--- src/rtl/inst_ctrl.sv ---
// Multi-cycle instruction sequencer: drives fetch strobes, steps each instruction
// through decode/execute/memory/write-back and counts retired instructions.
module inst_ctrl (
    input  logic        clk,
    input  logic        rst,
    input  logic        run,
    input  logic        step,
    input  logic        flag,
    input  logic [28:1] IR,
    output logic        Write_IR,
    output logic        Write_PC,
    output logic        PC_s,
    output logic        Write_NZCV,
    output logic        Mem_en,
    output logic        Write_Reg,
    output logic [2:0]  state,
    output logic        busy,
    output logic [15:0] inst_cnt
);
    typedef enum logic [2:0] {
        IDLE   = 3'd0,
        FETCH  = 3'd1,
        DECODE = 3'd2,
        EXEC   = 3'd3,
        MEM    = 3'd4,
        WB     = 3'd5,
        BRANCH = 3'd6
    } state_t;

    // Handshake: no valid/ready pairs here; go is a one-shot request accepted only in IDLE,
    // and a step edge seen while busy is dropped rather than queued.
    state_t      state_q, state_d;
    logic        step_q;
    logic [15:0] cnt_q, cnt_d;
    logic        go, retire;
    logic        is_branch, is_dp, is_ls;
    logic        unused_ir;

    assign go        = run | (step & ~step_q);
    assign is_branch = (IR[28:26] == 3'b101);
    assign is_dp     = (IR[28:27] == 2'b00);
    assign is_ls     = (IR[28:27] == 2'b01);
    assign unused_ir = ^{IR[24:22], IR[20:1]};

    always_ff @(posedge clk or posedge rst) begin
        if (rst) begin
            state_q <= IDLE;
            step_q  <= 1'b0;
            cnt_q   <= 16'd0;
        end else begin
            state_q <= state_d;
            step_q  <= step;
            cnt_q   <= cnt_d;
        end
    end

    always_comb begin
        state_d = state_q;
        retire  = 1'b0;
        case (state_q)
            IDLE:    if (go) state_d = FETCH;
            FETCH:   state_d = DECODE;
            DECODE: begin
                if (!flag || !(is_branch || is_dp || is_ls)) retire  = 1'b1;
                else if (is_branch)                          state_d = BRANCH;
                else                                         state_d = EXEC;
            end
            EXEC:    state_d = is_dp ? WB : MEM;
            MEM: begin
                // IR[21] is the load bit for memory instructions
                if (IR[21]) state_d = WB;
                else        retire  = 1'b1;
            end
            WB:      retire = 1'b1;
            BRANCH:  retire = 1'b1;
            default: state_d = IDLE;
        endcase
        if (retire) state_d = run ? FETCH : IDLE;
    end

    assign cnt_d = retire ? cnt_q + 16'd1 : cnt_q;

    always_comb begin
        Write_IR   = 1'b0;
        Write_PC   = 1'b0;
        PC_s       = 1'b0;
        Write_NZCV = 1'b0;
        Mem_en     = 1'b0;
        Write_Reg  = 1'b0;
        case (state_q)
            FETCH: begin
                Write_IR = 1'b1;
                Write_PC = 1'b1;
            end
            EXEC:   Write_NZCV = is_dp & IR[21];
            MEM:    Mem_en     = 1'b1;
            WB:     Write_Reg  = 1'b1;
            BRANCH: begin
                Write_PC  = 1'b1;
                PC_s      = 1'b1;
                Write_Reg = IR[25];
            end
            default: ;
        endcase
    end

    assign state    = state_q;
    assign busy     = (state_q != IDLE);
    assign inst_cnt = cnt_q;
endmodule

--- config.mk ---
export PLATFORM = sky130hd
export DESIGN_NAME = inst_ctrl
export DESIGN_NICKNAME = d
export VERILOG_FILES = /design/src/rtl/inst_ctrl.sv
export SDC_FILE = /design/constraint.sdc
export NUM_CORES = 1
export LEC_CHECK = 0
export BUFFER_PORTS_ARGS = -buffer_cell sky130_fd_sc_hd__buf_2
export CAP_MARGIN = 20
export CORE_MARGIN = 4
export CORE_UTILIZATION = 43
export CTS_CLUSTER_SIZE = 40
export DETAILED_ROUTE_END_ITERATION = 7
export GPL_TIMING_DRIVEN = 0
export PLACE_DENSITY = 0.86
export SLEW_MARGIN = 20
export SYNTH_ARGS = -nofsm -noshare
export SYNTH_HDL_FRONTEND = slang
export SYNTH_SLANG_ARGS = --single-unit
export TNS_END_PERCENT = 1
--- constraint.sdc ---
create_clock -name clk -period 1.5 [get_ports clk]
set_input_delay 0.45 -clock clk [delete_from_list [all_inputs] [get_ports clk]]
set_output_delay 0.45 -clock clk [all_outputs]
set_load 0.01 [all_outputs]
* Word-level counts from Yosys, hierarchy flattened
Cells that the tools add are included.
** Word-level totals
- Bits in registers :: 20
- Input port bits :: 33
- Logic and storage cells :: 48
** Cells by class
- Add/sub/neg operators :: 1
- Equal/unequal tests :: 12
- Muxes and demuxes :: 17
- Bitwise logic cells :: 4
- Reductions and logical operators :: 11
** Operator list (number)
- case mux 3 bit (6 select lines) :: 1
- adder 16 x 1 -> 16 bit (second input constant) :: 1
- 2-to-1 mux 3 bit :: 5
- == test 3 bit (second input constant) :: 4
- 2-to-1 mux 1 bit :: 9
- inequality test 3 bit (second input constant) :: 3
- == test 3 x 2 -> 1 bit (second input constant) :: 2
- AND reduction 4 bit :: 1
- OR reduction 2 bit :: 2
- == test 3 x 1 -> 1 bit (second input constant) :: 1
- zero test 3 bit :: 1
- logical OR 1 bit :: 3
- case mux 1 bit (3 select lines) :: 1
- nonzero test 3 bit :: 1
- bitwise AND 1 bit :: 2
- == test 2 x 1 -> 1 bit (second input constant) :: 1
- zero test 1 bit :: 2
- zero test 2 bit :: 1
- inequality test 2 x 1 -> 1 bit (second input constant) :: 1
- case mux 1 bit (2 select lines) :: 1
- inverter 1 bit :: 1
- OR 1 bit :: 1

* Longest topological paths before layout
Gate-level depths: netlist of the first run.
- Word-level depth :: 9
- Mapped depth :: 7
- Gate-level depth less buffers :: 5

* Least setup slack after synthesis of the first run
Ideal clock, no wire load.
- Kind :: reg-to-output
- From :: reg state_q[2] (netlist: state[2])
- To :: out Write_PC
- Data arrival time :: 1.148 ns
- Required time :: 1.050 ns
- Slack :: -0.098 ns
- Cell stages (with the launch flop) :: 4
- Buffers on the path :: 1
- Path through :: dfrtp_1 > buf_2 > nor3b_1 > or2_2
** On the way
- Word-level cells in the longest chain between the ends :: 3
- Elaborated cells on any way between the ends :: 4
- Those cells by class :: eq/ne (2); mux (1); reduce/logical (1)
** RTL lines
- from (decl) :: line 32 : state_t state_q, state_d;
- from (signal assigned) :: line 51 : state_q <= state_d;
- == test 3 bit / == test 3 x 1 -> 1 bit (equally long branches) :: line 90 : case (state_q)
- OR reduction 2 bit (no line) (*)
- 2-to-1 mux 1 bit (*) :: line 90
- to (decl) :: line 11 : output logic Write_PC,
Every way passes the cells marked *; elsewhere a longest branch is shown, timed or not.

* Final worst setup path of the first run
- From :: reg state_q[1] (netlist: state[1])
- To :: out Write_PC
The elaborated chain is that of the path after synthesis.

==> impl_metrics.csv, run 1 <==
group,metric,value,unit
status,status,"complete, but fails checks",
status,violations,"negative setup slack",
yosys,synth_area_per_cell,10.2,µm²
cts,clockRootBuffer,"clkbuf_4",
yosys,synth_top_family_by_area,"simple AND/OR/NAND/NOR gates",
worst_setup_path,r2r_end,"inst_cnt[10]",
global_routing,grt_max_degree,21,
detailed_routing,first_pass_iters,4,
timing,slew_violations,0,
cts,worst_skew_pair.late_latency,0.29,ns
yosys,synth-seq-cells,20,
layout,area_growth,35.4,%
cts,cts_sinks,20,
yosys,seq_area_frac_synth,47.7,%
worst_setup_path,cpPeakStageDelay,0.40,ns
power,p_total,2.30,mW
placed_design,place.gp.congestion,0.788,
cts,path_clk_slew,0.10,ns
detailed_routing,post-route-drc-count,0,
die,start_util,46.1,%
detailed_routing,drtIter0Drc,20,
timing,setup_viol_count_final,20,
layout,fin_cells,176,
worst_setup_path,reg2reg_depth,8,
yosys,synth_simple_gate_area_share,25.9,%
layout,antenna_cells,0,
yosys,async_flop_share,100,%
timing,setup_ws,-0.298,ns
hold_path,hold_class,"in2async",
worst_setup_path,r2r-start,"state[1]",
die,die_w,57.4,µm
yosys,synth-compound-area-share,7.40,%
power,leakage,0.697,nW
placed_design,io_buffer_count,35,
die,rows,17,
global_routing,grt_pass1_vias,917,
placed_design,dp_cells,166,
worst_setup_path,crit_top_cell,"buf_6",
timing,post-route-period-util,120,%
worst_setup_path,cp_max_fo,9,
global_routing,antenna_found_initial,0,
detailed_routing,vias_per_cell,5.30,
power,powerDensity,1620,nW/µm²
yosys,yosys_warnings,0,
cts,h-tree-depth,1,
detailed_routing,antenna_left,0,
worst_setup_path,end_kind,"output pin",
timing,hold_viol,0,
layout,drive_gt1_share,43.2,%
die,die_h,57.4,µm
layout,nNetsFinal,184,
layout,finalInstanceArea,1420,µm²
worst_setup_path,worstPathArrival,1.35,ns
die,fp.dieArea,3290,µm²
power,ir_drop,0.829,mV
yosys,synthXorXnorAreaFrac,12.5,%
detailed_routing,routedWlPerCell,14.3,µm
yosys,syn_area,1050,µm²
yosys,synth_nets,137,
yosys,synth_cell_types,33,
cts,cts_tree,"built",
die,ios,59,
worst_setup_path,slowest_stage,"dfrtp_1",
placed_design,place_area,1270,µm²
timing,max_slew.worst_pin.slew,0.725,ns
job,cap_viol_max_count,0,
timing,fmax,556,MHz
timing,max_slew_margin,51.6,%
timing,rsz0062_at_grt,"true",
worst_setup_path,rrSetupSlack,-0.15,ns
worst_setup_path,worst_setup_path_start_kind,"flop",
cts,numCtsBuffers,3,
timing,fin_skew,0.00413,ns
global_routing,gr-total-overflow,0,
yosys,ys.flop_type,"dfrtp_1",
placed_design,pre_cts_slack,-0.0857,ns
placed_design,dpl.hpwl,1.72,mm
yosys,synthAdderAreaFrac,1.19,%
layout,fillCellCount,181,
detailed_routing,detailroute.via_count,933,
yosys,synthCells,103,
cts,cts_hold_buf,0,
global_routing,grt_pass1_wl,4.16,mm
worst_setup_path,cp_cell_sequence,"buf_6 > inv_2 > nor2_4 > or2_4 > buf_6",
yosys,yosys-mux-area-fraction,1.07,%
worst_setup_path,critPathKind,"reg2out",
detailed_routing,routed_wl,2.52,mm
die,coreArea,2280,µm²
global_routing,track_usage,15.7,%
cts,cts_buffer_depth,2,
timing,period_minus_slack,1.80,ns
yosys,synth-edff-count,0,
worst_setup_path,required,1.05,ns
[power breakdown]
part | internal [mW] | total (mW) | switching (mW)
clock network | 0.0934 | 0.242 | 0.149
logic | 0.658 | 1.31 | 0.648
registers | 0.644 | 0.755 | 0.111
total | 1.40 | 2.30 | 0.908
[cell usage after synthesis, types with 2 or more instances]
cell,count,area [µm²]
buf_2,2,10.0
a21oi_1,2,10.0
o21ai_0,2,10.0
nand2_1,8,30.0
nor2b_1,2,12.5
inv_1,4,15.0
nand3_1,8,40.0
nand2b_1,4,25.0
xnor2_1,14,123
and3_1,4,25.0
nand4_1,6,37.5
a41oi_1,2,17.5
nor2_1,6,22.5
dfrtp_1,20,500
[layout make-up]
| cell class | instances | area (µm²) | area share, % |
|---|---|---|---|
| multi-input cells | 75 | 564 | 39.7 |
| flip-flops and latches | 20 | 500 | 35.2 |
| repair buffers | 42 | 238 | 16.7 |
| plain buffers | 4 | 45.0 | 3.17 |
| well taps | 28 | 35.0 | 2.47 |
| clock buffers | 3 | 22.5 | 1.59 |
| inverters | 4 | 15.0 | 1.06 |
[kinds of logic (layout without fill, tap and decap cells)]
| group | count (synthesis) | count (layout) |
|---|---|---|
| buffers and inverters | 8 | 53 |
| adder cells (fa/ha/maj) | 1 | 1 |
| XOR/XNOR | 15 | 15 |
| AND/OR/NAND/NOR | 47 | 47 |
| multiplexers | 1 | 1 |
| AO/OA/AOI/OAI | 11 | 11 |
| flip-flops | 20 | 20 |
[worst max path at each step]
stage / from / to / slack [ns] / cells after the start
6_report: state[1] / Write_PC / -0.30 / 5
5_1_grt: state[0] / Write_Reg / -0.35 / 5
4_1_cts: state[0] / busy / -0.28 / 3
3_5_place_dp: state[2] / Write_PC / -0.09 / 5
3_3_place_gp: state[2] / Write_PC / -0.07 / 5
2_1_floorplan: state[0] / Write_PC / -0.04 / 4
[metal layers]
layer,global-route usage (%),up-vias,wire length [µm]
met5,0,-,0
met1,21.7,442,1130
met4,5.63,0,48
met3,3.17,7,148
li1,-,447,-
met2,24.4,37,1200
[flip-flops by register name, summed over array words and instances (netlist names)]
register / flops
inst_cnt: 16
state: 3
step_q: 1
[critical path, delay by kind of cell (launching register included)]
family        cells  cell delay, ns
flops             1            0.40
buf+inv           3            0.38
simple gates      2            0.27
[layout by cell type (no fill, tap or decap), types with 2 or more instances in the layout]
cell and n:
inv_1 3, nand2b_1 2, nand4_1 6, nand3_1 8
nand2_1 7, o21ai_0 2, nor2_4 2, a21oi_2 2
and3_1 4, nor2_1 5, buf_4 6, dfrtp_1 20
xnor2_1 14, a41oi_1 2, buf_6 6, nand2b_4 3
clkbuf_4 3, buf_2 34
[per-stage QoR]
step	setup TNS (ns)	hold WS [ns]	utilization (%)
final	-2.63	0.260	62.4
after global routing	-4.34	0.276	62.4
after CTS	-2.07	0.278	61.9
after detailed placement	-0.656	0.473	55.8
after global placement	-0.375	0.458	55.8
after floorplan	-0.0444	0.414	-
[timing repair]
action                     in CTS  in global routing
gates resized for setup        15                  3
pin swaps                       4                  6
gates cloned                    0                  0
buffers inserted                7                  0
setup endpoints to repair      16                 24
(Power assumes the default switching activity.)
==> inputs of run 2 (changes only) <==
--- a/config.mk
+++ b/config.mk
@@ -9,6 +9,7 @@
 export CAP_MARGIN = 20
 export CORE_MARGIN = 4
 export CORE_UTILIZATION = 43
+export CTS_BUF_LIST = sky130_fd_sc_hd__clkbuf_8 sky130_fd_sc_hd__clkbuf_16
 export CTS_CLUSTER_SIZE = 40
 export DETAILED_ROUTE_END_ITERATION = 7
 export GPL_TIMING_DRIVEN = 0
==> impl_metrics.csv, run 2 (synthesis gave the netlist of run 1 again) <==
group,metric,value,unit
cts,clockRootBuffer,"clkbuf_8",
timing,post-route-period-util,118,%
placed_design,pre_cts_slack,-0.0857,ns
placed_design,place_area,1270,µm²
power,powerDensity,1670,nW/µm²
die,die_w,57.4,µm
hold_path,hold_class,"in2async",
worst_setup_path,crit_family,"flip-flops",
cts,numCtsBuffers,3,
placed_design,place.gp.congestion,0.788,
detailed_routing,dr_wl_met3,139,µm
detailed_routing,first_pass_iters,4,
layout,largest_register_ffs,16,
global_routing,grt_pass1_vias,897,
worst_setup_path,required,1.05,ns
worst_setup_path,critPathKind,"reg2out",
layout,area_growth,36.4,%
die,ios,59,
job,cap_viol_max_count,0,
detailed_routing,antenna_left,0,
global_routing,grt_pass1_wl,4.04,mm
placed_design,dp_cells,166,
placed_design,dpl.hpwl,1.72,mm
worst_setup_path,cp_max_fo,6,
timing,hold_viol,0,
timing,hold_slack,0.307,ns
layout,nNetsFinal,186,
worst_setup_path,worst_setup_path_start_kind,"flop",
global_routing,track_usage,15.2,%
worst_setup_path,crit_buf_inv,2,
power,p_clk_share,14.2,%
timing,max_slew_margin,51.7,%
detailed_routing,top_layer,"met4",
detailed_routing,m1WireLength,1.10,mm
timing,max_slew.worst_pin.slew,0.724,ns
die,coreArea,2280,µm²
status,status,"complete, but fails checks",
layout,antenna_cells,0,
detailed_routing,drtIter0Drc,24,
timing,fmax,567,MHz
worst_setup_path,end_kind,"output pin",
layout,fin_cells,178,
worst_setup_path,slowest_stage,"dfrtp_1",
worst_setup_path,cp_cell_sequence,"buf_6 > or3_1 > buf_2",
timing,period_minus_slack,1.76,ns
timing,tns,-2.26,ns
worst_setup_path,r2r-start,"state[1]",
cts,path_clk_slew,0.07,ns
power,ir_drop,0.840,mV
detailed_routing,routedWlPerCell,14.3,µm
timing,setup_ws,-0.264,ns
layout,drive_gt1_share,42.7,%
worst_setup_path,critical_path.startpoint,"state[2]",
cts,worst_skew_pair.late_latency,0.25,ns
power,switching_share,38.1,%
power,combPwrFrac,53.7,%
worst_setup_path,worstPathArrival,1.31,ns
layout,layout_commonest_cell,"buf_2",
timing,setup_viol_count_final,20,
placed_design,io_buffer_count,35,
die,die_h,57.4,µm
timing,fin_skew,0.00256,ns
global_routing,grt_max_degree,21,
global_routing,antenna_found_initial,0,
die,fp.dieArea,3290,µm²
detailed_routing,route.met2.wl,1.26,mm
cts,cts_buffer_depth,2,
global_routing,gr-total-overflow,0,
detailed_routing,routed_wl,2.54,mm
layout,final_util,62.8,%
power,intPower,1.48,mW
layout,fillCellCount,182,
worst_setup_path,cpPeakStageDelay,0.41,ns
power,p_total,2.39,mW
detailed_routing,post-route-drc-count,0,
cts,h-tree-depth,1,
power,switchingPower,0.910,mW
die,rows,17,
layout,layout_common_cells,"buf_2, dfrtp_1, xnor2_1, nand3_1, nand2_1",
timing,rsz0062_at_grt,"true",
cts,cts_tree,"built",
layout,finalInstanceArea,1430,µm²
detailed_routing,detailroute.via_count,944,
status,violations,"negative setup slack",
detailed_routing,vias_per_cell,5.30,
timing,slew_violations,0,
power,leakage,0.710,nW
power,seq_power_share,32.1,%
die,start_util,46.1,%
cts,cts_sinks,20,
==> run 2: final cells by class <==
| class | count | area [µm²] | area share [%] |
|---|---|---|---|
| flip-flops and latches | 20 | 500 | 35.0 |
| well taps | 28 | 35.0 | 2.45 |
| multi-input cells | 75 | 543 | 38.0 |
| inverters | 4 | 15.0 | 1.05 |
| plain buffers | 4 | 45.0 | 3.15 |
| repair buffers | 44 | 250 | 17.5 |
| clock buffers | 3 | 41.3 | 2.89 |
==> run 2: final timing paths <==
check	slack, ns	to	cells after the start
hold / removal	0.31	state[0]	2
setup reg to reg	-0.12	inst_cnt[10]	8
hold reg to reg	0.48	inst_cnt[15]	1
setup / recovery	-0.26	busy	3
max in group asynchronous	0.74	inst_cnt[2]	2
min in group clk	0.32	step_q	1
==> run 2: power by group through the flow <==
stage	Clock [mW]	Sequential [mW]	Combinational, mW
5_1_grt	0.368	0.784	1.37
2_1_floorplan	0	0.794	0.620
3_3_place_gp	0	0.747	0.937
3_5_place_dp	0	0.756	0.961
4_1_cts	0.343	0.758	1.22
6_report	0.340	0.767	1.28
==> run 2: layer usage <==
layer  vias to the layer above  GRT usage, %
li1                        453             -
met5                         -             0
met3                         7          2.26
met2                        31          25.0
met1                       453          20.4
met4                         0          4.97
==> run 2: timing repair <==
action                     CTS  global route
pin swaps                    3             5
setup endpoints to repair   16            24
gates resized for setup     11             3
setup buffers                6             1
hold buffers                 0             0
cloned                       1             1
